==> src/rtl/ctx_stack.sv <==
// Hardware return stack of call/interrupt frames with sticky overflow/underflow; CTX_STACK_FLAGS_EN stores Z/C flags.
// Latency: push visible on top outputs after one edge, top read is combinational; no backpressure, requests are single-cycle pulses.
module ctx_stack #(
  parameter int ADDR_W = 10,
  parameter int DEPTH  = 16,
  parameter int FLAG_W = 2
) (
  input  logic                     clk,
  input  logic                     reset,
  input  logic                     push,
  input  logic                     push_int,
  input  logic                     pop,
  input  logic                     clr_err,
  input  logic [ADDR_W-1:0]        ret_addr,
  input  logic [FLAG_W-1:0]        flags_in,
  output logic [ADDR_W-1:0]        top_addr,
  output logic [FLAG_W-1:0]        top_flags,
  output logic                     top_is_int,
  output logic [$clog2(DEPTH):0]   level,
  output logic [$clog2(DEPTH):0]   int_level,
  output logic                     empty,
  output logic                     full,
  output logic                     overflow,
  output logic                     underflow
);

  localparam int PW = $clog2(DEPTH);
  localparam int LW = PW + 1;

  logic [LW-1:0]     sp, sp_nxt;
  logic [LW-1:0]     il, il_nxt;
  logic [ADDR_W-1:0] addr_mem [DEPTH];
  logic [DEPTH-1:0]  tag_mem;
  logic [PW-1:0]     top_idx, wr_idx;
  logic              p, we, new_tag, old_tag, ovf_evt, unf_evt;

  assign p       = push | push_int;
  assign new_tag = push_int;
  assign empty   = (sp == '0);
  assign full    = (sp == LW'(DEPTH));
  // When full, the low PW bits of sp are zero and the subtraction wraps to DEPTH-1.
  assign top_idx = sp[PW-1:0] - PW'(1);
  assign old_tag = ~empty & tag_mem[top_idx];

  assign level      = sp;
  assign int_level  = il;
  assign top_is_int = old_tag;
  assign top_addr   = empty ? '0 : addr_mem[top_idx];

  always_comb begin
    we      = 1'b0;
    wr_idx  = sp[PW-1:0];
    sp_nxt  = sp;
    il_nxt  = il;
    ovf_evt = 1'b0;
    unf_evt = 1'b0;
    if (p && pop && !empty) begin
      // Replace the top frame in place.
      we     = 1'b1;
      wr_idx = top_idx;
      il_nxt = il + LW'(new_tag) - LW'(old_tag);
    end else if (p) begin
      unf_evt = pop;
      if (!full) begin
        we     = 1'b1;
        sp_nxt = sp + LW'(1);
        il_nxt = il + LW'(new_tag);
      end else begin
        ovf_evt = 1'b1;
      end
    end else if (pop) begin
      if (!empty) begin
        sp_nxt = sp - LW'(1);
        il_nxt = il - LW'(old_tag);
      end else begin
        unf_evt = 1'b1;
      end
    end
  end

  always_ff @(posedge clk) begin
    if (!reset) begin
      sp        <= '0;
      il        <= '0;
      overflow  <= 1'b0;
      underflow <= 1'b0;
    end else begin
      sp        <= sp_nxt;
      il        <= il_nxt;
      overflow  <= ovf_evt | (overflow & ~clr_err);
      underflow <= unf_evt | (underflow & ~clr_err);
    end
  end

  always_ff @(posedge clk) begin
    if (reset && we) begin
      addr_mem[wr_idx] <= ret_addr;
      tag_mem[wr_idx]  <= new_tag;
    end
  end

`ifdef CTX_STACK_FLAGS_EN
  logic [FLAG_W-1:0] flag_mem [DEPTH];

  always_ff @(posedge clk) begin
    if (reset && we) begin
      flag_mem[wr_idx] <= push_int ? flags_in : '0;
    end
  end

  assign top_flags = old_tag ? flag_mem[top_idx] : '0;
`else
  logic unused_flags;
  assign unused_flags = ^flags_in;
  assign top_flags    = '0;
`endif

endmodule
==> config.mk <==
export PLATFORM = sky130hd
export DESIGN_NAME = ctx_stack
export DESIGN_NICKNAME = d
export VERILOG_FILES = /design/src/rtl/ctx_stack.sv
export SDC_FILE = /design/constraint.sdc
export NUM_CORES = 1
export LEC_CHECK = 0
export CAP_MARGIN = 0
export CORE_ASPECT_RATIO = 0.5
export CORE_UTILIZATION = 40
export DETAILED_ROUTE_END_ITERATION = 6
export GPL_ROUTABILITY_DRIVEN = 0
export PLACE_DENSITY = 0.68
export SLEW_MARGIN = 20
export SYNTH_ARGS = -nofsm -noshare
export SYNTH_HDL_FRONTEND = slang
export SYNTH_SLANG_ARGS = --single-unit
export TNS_END_PERCENT = 5
==> constraint.sdc <==
create_clock -name clk -period 3.7 [get_ports clk]
set_input_delay 0.74 -clock clk [delete_from_list [all_inputs] [get_ports clk]]
set_output_delay 0.74 -clock clk [all_outputs]
set_load 0.005 [all_outputs]
==> impl_metrics.env, run 1 <==
export IMPL_path_cells="clkbuf_8, nor3_2, xnor2_2, buf_4, o21ai_0, a21oi_2, clkdlybuf4s50_1"
export IMPL_slowest_stage="clkdlybuf4s50_1"
export IMPL_yosys_cell_count_top_type="edfxtp_1"
export IMPL_drive_gt1_frac=0.178
export IMPL_peakVddDrop_v=0.000413
export IMPL_cts_root_buffer="clkbuf_16"
export IMPL_syn_to_final_growth_pct=20.5
export IMPL_worst_setup_path_end_kind="output pin"
export IMPL_cap_violations=0
export IMPL_fin_util=0.496
export IMPL_startpoint_type="flop"
export IMPL_critPathBufInv=3
export IMPL_clk_path_buf_depth=2
export IMPL_yosysWarnings=0
export IMPL_drt_iter0_drc=454
export IMPL_netlist_instances=609
export IMPL_grt_antenna_before_repair=0
export IMPL_postCtsHoldBufs=0
export IMPL_grt_pass1_wl_um=27100
export IMPL_portBuffers=40
export IMPL_die_height_um=103
export IMPL_vias_per_cell=5.40
export IMPL_status="complete, no violations"
export IMPL_n_fill_cell=1663
export IMPL_num_rows=36
export IMPL_hold_class="reg -> reg"
export IMPL_clock_latency_ns=0.43
export IMPL_design_area_um2=9740
export IMPL_grt_max_degree=39
export IMPL_required_ns=2.96
export IMPL_hold_violations=0
export IMPL_period_needed_ns=3.56
export IMPL_start_util=0.412
export IMPL_fin_skew_ns=0.00916
export IMPL_ys_flop_type="edfxtp_1"
export IMPL_relSlewSlack=0.532
export IMPL_synth_top_area_share=0.654
export IMPL_cts_tree="yes"
export IMPL_globalRouteTotalUtil=0.178
export IMPL_cts_clk_slew_worst_paths_ns=0.07
export IMPL_path_class="reg -> out"
export IMPL_final_cells=957
export IMPL_synth_seq_cells=188
export IMPL_crit_fanout=38
export IMPL_period_share=0.963
export IMPL_grt_pass1_vias=4803
export IMPL_ys_seq_area_frac=0.683
export IMPL_dr_pass1_iters=5
export IMPL_antennaDiodeCount=0
export IMPL_synth_edf_count=176
export IMPL_core_area_um2=19600
export IMPL_syn_avg_cell_area_um2=13.3
export IMPL_total_power_mw=8.44
export IMPL_drcViolationCount=0
export IMPL_tightest_slew_ns=0.702
export IMPL_syn_area_um2=8090
export IMPL_seq_area_um2=5530
export IMPL_overflow=0
export IMPL_cp_arrival_ns=2.82
export IMPL_placed_cell_area_um2=9010
export IMPL_dieArea_um2=20800
export IMPL_max_stage_delay_ns=0.53
export IMPL_vias=5168
export IMPL_rsz0062_at_grt="true"
export IMPL_synth_common_cells="176 x edfxtp_1, 130 x nand2_1, 64 x a21oi_1"
export IMPL_finalSetupViolations=0
export IMPL_cts_buffers=17
export IMPL_wl_per_cell_um=18.5
export IMPL_yosys_area_top_type="edfxtp_1"
export IMPL_drt_total_wl_um=17700
export IMPL_antenna_left=0
export IMPL_p_leak_nw=3.31
export IMPL_drv_slew=0
export IMPL_synth_cell_types=53
export IMPL_power_density_nw_per_um2=867
export IMPL_htreeDepth=4
export IMPL_fmax_mhz=281
export IMPL_async_reset_ff_frac=0
export IMPL_nNetsFinal=708
export IMPL_multiInputGateArea_um2=2470
export IMPL_placed_cells=920
export IMPL_io_pins=45
export IMPL_clock_sinks=188
export IMPL_dpl_hpwl_um=11200
export IMPL_fp_dieW_um=203
export IMPL_synth_area_leaders="edfxtp_1 65%, mux4_2 6.1%, nand2_1 6.0%"
export IMPL_path_delay_family="buffers and inverters"
-- metal layers --
metal  vias to the layer above  wire (µm)  track usage
met5                         -          0            0
met3                        16        874       0.0452
li1                       2415          -            -
met2                       131       8180        0.275
met4                         0        161       0.0428
met1                      2606       8510        0.254
-- cell usage in the layout (no fill, tap or decap), types with 8 or more instances in the layout --
cell type        instances
a21oi_1                 60
buf_4                   38
clkbuf_16               17
clkdlybuf4s50_1         39
dfxtp_1                 10
edfxtp_1               176
ha_1                     9
inv_1                   12
mux4_2                  22
nand2_1                130
nand3_1                 10
nor2_1                  22
nor3_1                   9
nor4_1                   8
o21ai_0                 22
-- kinds of logic (layout without fill, tap and decap cells) --
family	Yosys count	after routing	synth area share
AO/OA/AOI/OAI	109	109	0.0764
AND/OR/NAND/NOR	214	214	0.118
other	1	2	0.000464
XOR/XNOR	9	9	0.00975
flip-flops	188	188	0.683
multiplexers	26	26	0.0662
adder cells (fa/ha/maj)	12	12	0.0195
buffers and inverters	50	131	0.0263
-- registers in the layout, indices dropped and copies added, names as in the netlist --
| signal | cells |
|---|---|
| addr_mem | 160 |
| int_level | 5 |
| tag_mem | 16 |
| level | 5 |
| overflow | 1 |
| underflow | 1 |
-- final cells by class --
cell class / count / share of cell area
Inverter: 14 / 0.00565
Multi-Input combinational cell: 372 / 0.253
Timing Repair Buffer: 85 / 0.0803
Clock buffer: 17 / 0.0437
Sequential cell: 188 / 0.568
Clock inverter: 15 / 0.0153
Tap cell: 266 / 0.0342
-- report_power, final --
part / switching, mW / internal, mW / leakage [nW] / total [mW]
clock: 0.855 / 0.897 / 0.276 / 1.75
sequential: 0.121 / 2.59 / 1.69 / 2.71
combinational: 2.25 / 1.73 / 1.35 / 3.98
-- repair_timing --
action,CTS,global route
setup buffers,4,1
setup endpoints to repair,11,11
pin swaps,2,1
resized for setup,13,14
-- through the flow --
step,setup TNS (ns),hold slack [ns],worst slack [ns]
after floorplan,0,0.492,0.0267
after global placement,0,0.511,0.211
after detailed placement,0,0.534,0.197
after CTS,0,0.547,0.00208
after global routing,-0.0325,0.574,-0.0278
final,0,0.545,0.137
-- worst paths after layout --
| kind | start | end | slack, ns | cells after the start |
|---|---|---|---|---|
| setup reg to reg | level[1] | int_level[2] | 0.44 | 16 |
| hold / removal | level[4] | level[4] | 0.54 | 2 |
| hold reg to reg | level[4] | level[4] | 0.54 | 2 |
| setup / recovery | level[0] | top_addr[1] | 0.14 | 7 |
-- worst min-delay path: stages, from the launching register on --
cell	delay, ns
dfxtp_1	0.35
o31ai_1	0.09
a21boi_1	0.06
Power figures use the tool's default switching activity.
==> run 2: changes to the inputs <==
PLACE_DENSITY = 0.64   (was 0.68)
TNS_END_PERCENT = unset   (was 5)
==> run 2 against run 1 <==
  * Wire length is 5.3% higher
  * Largest cell class unchanged
  * Core utilization is 0.21 points higher
  * Worst hold slack worse by 0.0097 ns
  * Sequential share of layout area is 0.24 points lower
  * Design area is 0.42% higher
  * Register-to-register slack worse by 0.12 ns
  * Clock skew is 0.0078 ns higher
  * Clock power is 3% higher
  * Final cell count is 1.0% higher
  * Combinational power is 3% higher
==> impl_metrics.env, run 2 (synthesized netlist as in run 1, its figures left out) <==
export IMPL_crit_start="level[0]"
export IMPL_hold_class="reg -> reg"
export IMPL_peakVddDrop_v=0.000409
export IMPL_dieArea_um2=20800
export IMPL_hold_violations=0
export IMPL_cts_root_buffer="clkbuf_16"
export IMPL_period_needed_ns=3.60
export IMPL_p_leak_nw=3.34
export IMPL_period_share=0.973
export IMPL_portBuffers=40
export IMPL_start_util=0.412
export IMPL_dpl_hpwl_um=12300
export IMPL_postCtsHoldBufs=0
export IMPL_hold_depth=2
export IMPL_cts_clk_slew_worst_paths_ns=0.07
export IMPL_clk_path_buf_depth=2
export IMPL_worst_setup_path_end_kind="output pin"
export IMPL_max_stage_delay_ns=0.57
export IMPL_drt_iter0_drc=504
export IMPL_relSlewSlack=0.452
export IMPL_path_delay_family="buffers and inverters"
export IMPL_nNetsFinal=718
export IMPL_final_cell_mix="176 x edfxtp_1, 130 x nand2_1, 63 x a21oi_1"
export IMPL_globalRouteTotalUtil=0.189
export IMPL_rsz0062_at_grt="false"
export IMPL_antenna_left=0
export IMPL_grt_pass1_vias=4977
export IMPL_die_height_um=103
export IMPL_path_class="reg -> out"
export IMPL_startpoint_type="flop"
export IMPL_drcViolationCount=0
export IMPL_regMostFlops="addr_mem"
export IMPL_htreeDepth=4
export IMPL_wl_per_cell_um=19.3
export IMPL_status="complete, no violations"
export IMPL_largest_reg_flops=160
export IMPL_grt_max_degree=32
export IMPL_fp_dieW_um=203
export IMPL_hold_end="level[4]"
export IMPL_vias_per_cell=5.40
export IMPL_r2r_end="int_level[2]"
export IMPL_drv_slew=0
export IMPL_vias=5226
export IMPL_critPathBufInv=4
export IMPL_cts_buffers=17
export IMPL_cts_tree="yes"
export IMPL_syn_to_final_growth_pct=21.0
export IMPL_tightest_slew_ns=0.822
export IMPL_overflow=0
export IMPL_num_rows=36
export IMPL_layout_commonest_cell="edfxtp_1"
export IMPL_slowest_stage="clkdlybuf4s50_1"
export IMPL_dr_pass1_iters=5
export IMPL_finalSetupTns_ns=0
export IMPL_crit_fanout=12
export IMPL_drive_gt1_frac=0.181
export IMPL_whs_ns=0.535
export IMPL_reg2reg_slack_ns=0.32
export IMPL_min_from="level[4]"
export IMPL_antennaDiodeCount=0
export IMPL_finalSetupViolations=0
export IMPL_clock_sinks=188
export IMPL_reg2regPathDepth=15
export IMPL_clock_latency_ns=0.44
export IMPL_cap_violations=0
export IMPL_grt_antenna_before_repair=0
export IMPL_fmax_mhz=278
export IMPL_rr_startpoint="level[0]"
export IMPL_io_pins=45
export IMPL_power_density_nw_per_um2=879
export IMPL_path_cells="clkinv_2, ha_4, xor2_4, buf_4, buf_4, nand2_1, a21oi_1, nor4_1, a21oi_1, clkdlybuf4s50_1"
export IMPL_fin_skew_ns=0.0170
export IMPL_required_ns=2.96
export IMPL_core_area_um2=19600
export IMPL_drt_total_wl_um=18700
export IMPL_grt_pass1_wl_um=29000
export IMPL_cp_arrival_ns=2.86
export IMPL_reg_top3="addr_mem x160, tag_mem x16"
## run 2: cell count changes in the layout (fill, tap and decap cells not counted), sizes merged
cell / change
dlymetal6s2s: -1
buf: +11
bufinv: +1
clkinv: +2
inv: -4
clkdlybuf4s50: +1
## run 2: final cells by class
| type | instances | area, µm² |
|---|---|---|
| repair buffers | 95 | 848 |
| clock buffers | 18 | 429 |
| flip-flops and latches | 188 | 5530 |
| well taps | 266 | 333 |
| inverters | 14 | 53.8 |
| clock inverters | 14 | 158 |
| multi-input cells | 372 | 2430 |
| fillers | 1682 | 9860 |
## run 2: worst max-delay path by stage
stage | slack, ns | endpoint | cells after the start
after floorplan | 0.03 | int_level[2] | 17
after CTS | 0.0005 | top_is_int | 10
after global placement | 0.22 | int_level[2] | 14
after detailed placement | 0.20 | int_level[2] | 14
after global routing | 0.02 | top_addr[5] | 10
final | 0.10 | top_addr[2] | 10
## run 2: layer usage
layer / part of all wire / track usage
met1: 0.45 / 0.267
met2: 0.47 / 0.297
met3: 0.068 / 0.0389
met4: 0.013 / 0.0642
met5: 0 / 0
## run 2: repair_timing
| item | CTS | global route |
|---|---|---|
| setup buffers | 6 | 0 |
| resized for setup | 5 | 8 |
| endpoints found under the setup margin | 8 | 12 |
| pin swaps | 2 | 2 |
## run 2: worst min-delay path: stages (launching register included)
cell and delay, ns:
dfxtp_1 0.35, o31ai_1 0.08, a21boi_1 0.06
## run 2: per-stage QoR
step / total power [mW] / worst slack [ns] / cell area [µm²] / cells / utilization
floorplan: 5.00 / 0.0267 / 8140 / 610 / -
CTS: 8.58 / 0.000532 / 9740 / 967 / 0.496
finish: 8.59 / 0.101 / 9780 / 967 / 0.498
global placement: 6.59 / 0.222 / 9090 / 929 / 0.463
global route: 9.10 / 0.0164 / 9780 / 967 / 0.498
detailed placement: 6.65 / 0.203 / 9090 / 929 / 0.463
## run 2: power by group
part	internal, mW	total (mW)	switching [mW]
Clock	0.955	1.80	0.841
Combinational	1.79	4.10	2.31
Sequential	2.59	2.70	0.110
Total	5.34	8.59	3.26
==> run 3: changes to the inputs <==
TNS_END_PERCENT = 100   (was unset)
==> results of run 3 <==
No change in the layout: final DEF, timing and power equal those of run 2.
==> variant 1, RTL diff (config.mk and constraints of run 1) <==
The option `CTX_STACK_FLAGS_EN` is turned on by a define.
--- a/src/rtl/ctx_stack.sv
+++ b/src/rtl/ctx_stack.sv
@@ -1,4 +1,6 @@
 // Hardware return stack of call/interrupt frames with sticky overflow/underflow; CTX_STACK_FLAGS_EN stores Z/C flags.
 // Latency: push visible on top outputs after one edge, top read is combinational; no backpressure, requests are single-cycle pulses.
+`define CTX_STACK_FLAGS_EN
+
 module ctx_stack #(
   parameter int ADDR_W = 10,
Function: changed (a bounded check fails within 4 cycles, from zero or initial values and one cycle with reset low).
==> variant 1 against run 1 <==
  * Final area increased by 15%
  * Fmax is 3.3% lower
  * Sequential cell count rose by 32
  * Clock skew up 0.0039 ns
  * Critical path type unchanged
  * Hold slack lost 0.065 ns
  * Highest routed layer unchanged
  * Clock power rose by 29%
  * Worst setup slack worse by 0.12 ns
  * Total power grew 23%
  * Synthesized cell count shrank 17%
  * Routed wire length grew 14%
  * Synthesized area grew 14%
  * Critical endpoint is now top_addr[3]
==> variant 1: results (changes against run 1) <==
[outcome]
status = finished, final reports clean

[detailed_routing]
drtIter0Drc = 524  ; +15%
routedWlPerCell_microns = 22.2  ; +20%
drt-total-wl_microns = 20300  ; +14%
via_per_inst = 5.51  ; +2.0%

[clocking]
clock_latency_ns = 0.50  ; +0.07 ns
htree_num_levels = 1  ; -3
cts_buffers = 21  ; +4

[place]
io_buffers = 44  ; +10%
post-place-cells = 870  ; -5.4%
post_dp_cell_area_sq_um = 10300  ; +14%
pre_cts_slack_ns = 0.167  ; -0.0301 ns
hpwl_microns = 12800  ; +15%

[yosys]
async_reset_ff_share_pct = 0  ; unchanged
ys_seq_area_share_pct = 70.5  ; +2.1 points
synth_edf_count = 208  ; +18%
synth_cell_types = 52  ; -1.9%
ys_top_cells_by_count = edfxtp_1 (208), mux4_2 (52), nor2_1 (21)
syn_inst = 507  ; -17%
yosys-top-cells-area = edfxtp_1 (68%), mux4_2 (13%), dfxtp_1 (2.6%), ha_1 (1.5%), a211oi_1 (1.3%)

[pwr]
irDropWorstVdd_v = 0.000441  ; +6.6%
p_leak_uw = 0.00368  ; +11%

[final_layout]
fillers = 1776  ; +6.8%
fin_nets = 628  ; -11%
layout-drive-gt1-share_pct = 27.6  ; +9.8 points
reg_top3 = addr_mem (160), flag_mem (32), tag_mem (16)
diodes = 0  ; unchanged

[timing]
fin_skew_ns = 0.0131  ; +0.00390 ns
maxSlewHeadroom_pct = 57.4  ; +4.3 points

[global_routing]
grt_max_degree = 31  ; -21%
gr-usage-all-layers_pct = 17.7  ; -0.13 points
grt_first_pass_wirelength_microns = 30800  ; +14%
grt_pass1_vias = 5147  ; +7.2%

[critical_path]
cpPeakStageDelay_ns = 0.45  ; -0.08 ns
cp_max_fo = 14  ; -63%

variant 1: cell count changes after synthesis, sizes merged, moves of 9 or more:
cell,delta
a211oi,+14
a21oi,-57
buf,+9
clkbuf,-18
edfxtp,+32
mux4,+30
nand2,-115
nor2b,+9
nor3,+11
nor4,-11
o21ai,-12
o22ai,+11
variant 1: final timing paths:
path / depth (start not counted) / end / slack [ns] / start
setup reg to reg: 13 / int_level[4] / 0.52 / level[0]
hold reg to reg: 2 / int_level[4] / 0.48 / int_level[4]
setup / recovery: 8 / top_addr[3] / 0.01 / level[0]
hold / removal: 2 / int_level[4] / 0.48 / int_level[4]
variant 1: repair_timing:
action,in CTS,in global routing
cloned,1,0
gates resized for setup,15,16
buffers inserted,2,2
pin swaps,2,4
setup endpoints to repair,13,13
variant 1: layout make-up:
cell class / count / area (sq um) / area share [%]
Timing Repair Buffer: 95 / 907 / 8.10
Tap cell: 300 / 375 / 3.35
Clock inverter: 14 / 185 / 1.65
Sequential cell: 220 / 6490 / 58.0
Clock buffer: 24 / 537 / 4.79
Multi-Input combinational cell: 247 / 2640 / 23.5
Inverter: 13 / 65.1 / 0.581
variant 1: cells by family after synthesis:
group	after synthesis	share of synthesized area, %
flops	220	70.5
fa+ha+maj	12	1.71
simple gates	97	5.57
buf+inv	40	2.41
xor+xnor	11	1.05
compound gates	65	4.97
mux	62	13.8
variant 1: report_power, final:
part | switching (uW) | leakage (uW) | internal [uW] | total, uW
combinational | 2540 | 0.00135 | 2420 | 4960
sequential | 149 | 0.00198 | 2990 | 3140
clock | 920 | 0.000353 | 1340 | 2260
variant 1: layer usage:
layer / track usage [%] / up-vias / wire [microns]
li1: - / 2239 / -
met3: 2.82 / 26 / 1170
met4: 4.28 / 0 / 348
met5: 0 / - / 0
met1: 25.6 / 2622 / 9320
met2: 28.1 / 143 / 9420
==> variant 2, RTL diff (settings of run 1) <==
Made on the original files. Put one more register stage on the output `level`, without a reset. The value now appears one clock later. The other outputs are not delayed to match.
--- a/src/rtl/ctx_stack.sv
+++ b/src/rtl/ctx_stack.sv
@@ -43,5 +43,7 @@
   assign old_tag = ~empty & tag_mem[top_idx];
 
-  assign level      = sp;
+  always_ff @(posedge clk) begin
+    level <= sp;
+  end
   assign int_level  = il;
   assign top_is_int = old_tag;
Formal check against the unedited RTL: not equivalent (Yosys sat finds a counterexample within 4 cycles, from zero or initial values and one cycle with reset low).
==> variant 2 against run 1 <==
  * Total power rose by 1.0%
  * Global-route usage is 0.57 points lower
  * Largest cell class unchanged
  * Final cell count fell by 15%
  * Fmax decreased by 0.15%
  * Via count is 15% lower
  * Sequential cell count up 5
  * Synthesized area decreased by 0.56%
  * Clock skew up 0.0038 ns
  * Critical endpoint is now top_addr[3]
  * Final area decreased by 1.2%
  * Worst setup slack lost 0.0053 ns
  * Routed wire length down 5.0%
  * Die area decreased by 0.55%
==> variant 2: results (changes against run 1) <==
[outcome]
status = finished, final reports clean

[final_layout]
fin_nets = 568  ; -20%
fillers = 1615  ; -2.9%
diodes = 0  ; unchanged
layout-drive-gt1-share_pct = 24.5  ; +6.7 points

[global_routing]
grt_max_degree = 27  ; -31%
grt_pass1_vias = 4363  ; -9.2%
gr-usage-all-layers_pct = 17.2  ; -0.57 points
grt_first_pass_wirelength_microns = 25900  ; -4.6%

[yosys]
ys_top_cells_by_count = edfxtp_1 (176), mux4_2 (44), nor2_1 (34)
ys_seq_area_share_pct = 70.0  ; +1.6 points
synth_cell_types = 51  ; -3.8%
synth_ff_type = edfxtp_1
yosysWarnings = 0  ; unchanged
yosys-top-cells-area = edfxtp_1 (66%), mux4_2 (12%), dfxtp_1 (4.2%), ha_1 (1.7%), mux2i_1 (1.6%)

[pwr]
p_leak_uw = 0.00317  ; -4.3%
irDropWorstVdd_v = 0.000435  ; +5.2%
p_switching_uw = 2920  ; -9.4%

[critical_path]
crit_arrival_ns = 2.83  ; about the same
cp_max_fo = 10  ; -74%
cpPeakStageDelay_ns = 0.56  ; +0.03 ns

[detailed_routing]
drt-total-wl_microns = 16800  ; -5.0%
drtIter0Drc = 417  ; -8.1%
via_per_inst = 5.40  ; about the same

[place]
hpwl_microns = 11000  ; -1.8%

[timing]
fin_skew_ns = 0.0130  ; +0.00382 ns
worst-slew-pin-transition_ns = 0.621  ; -0.0807 ns

variant 2: kinds of logic (layout without fill, tap and decap cells):
group	count (synthesis)	after routing	share of synthesized area, %
simple gates	82	82	5.21
buf+inv	38	129	2.30
fa+ha+maj	12	12	1.96
mux	58	58	14.1
flops	193	193	70.0
xor+xnor	9	9	0.980
other cells	1	2	0.0466
compound gates	66	66	5.42
variant 2: cell type report:
| class | count | area [sq um] | share of cell area, % |
|---|---|---|---|
| clock buffer | 17 | 425 | 4.42 |
| clock inverter | 15 | 150 | 1.56 |
| inverter | 12 | 48.8 | 0.507 |
| multi-input combinational | 229 | 2260 | 23.5 |
| sequential | 193 | 5630 | 58.5 |
| tap | 266 | 333 | 3.46 |
| timing repair buffer | 85 | 774 | 8.05 |
variant 2: per-layer routing:
layer	vias up	global-route usage, %	wire (microns)
li1	1988	-	-
met1	2274	24.1	7630
met2	129	27.3	8000
met3	17	4.18	1020
met4	0	4.45	184
met5	-	0	0
variant 2: what timing repair did:
action | in CTS | in global routing
endpoints found under the setup margin | 10 | 11
buffers inserted | 2 | 3
resized for setup | 2 | 8
endpoints found under the hold margin | 0 | 0
pin swaps | 0 | 2
variant 2: worst paths after layout:
path | from | to | slack, ns | cells after the start
setup / recovery | sp[0] | top_addr[3] | 0.13 | 9
hold / removal | sp[4] | level[4] | 0.42 | 0
setup reg to reg | sp[0] | int_level[4] | 0.58 | 15
hold reg to reg | sp[4] | level[4] | 0.42 | 0
variant 2: per-stage QoR:
step                      cells  setup slack (ns)  hold WS (ns)  instance area, sq um  util, %
final                       817             0.132         0.417                  9630     49.1
after global routing        817           -0.0296         0.426                  9630     49.1
after CTS                   814           -0.0121         0.413                  9580     48.9
after detailed placement    780             0.341         0.402                  8990     45.9
after global placement      780             0.341         0.398                  8990     45.9
after floorplan             460            0.0734         0.326                  8050        -
variant 2: power groups by stage:
stage	clock (uW)	combinational, uW	sequential [uW]
after detailed placement	0	3860	2840
after global placement	0	3820	2820
after CTS	1810	3920	2790
after global routing	1900	4280	2820
final	1770	3950	2800
after floorplan	0	2360	2780
variant 2: worst max-delay path: cells and delay by family (launching register included):
family / cells / cell delay (ns)
AOI/OAI and AO/OA: 4 / 0.75
and+or+nand+nor: 1 / 0.13
adders and majority gates: 1 / 0.25
DFF: 1 / 0.38
buffers and inverters: 3 / 0.90
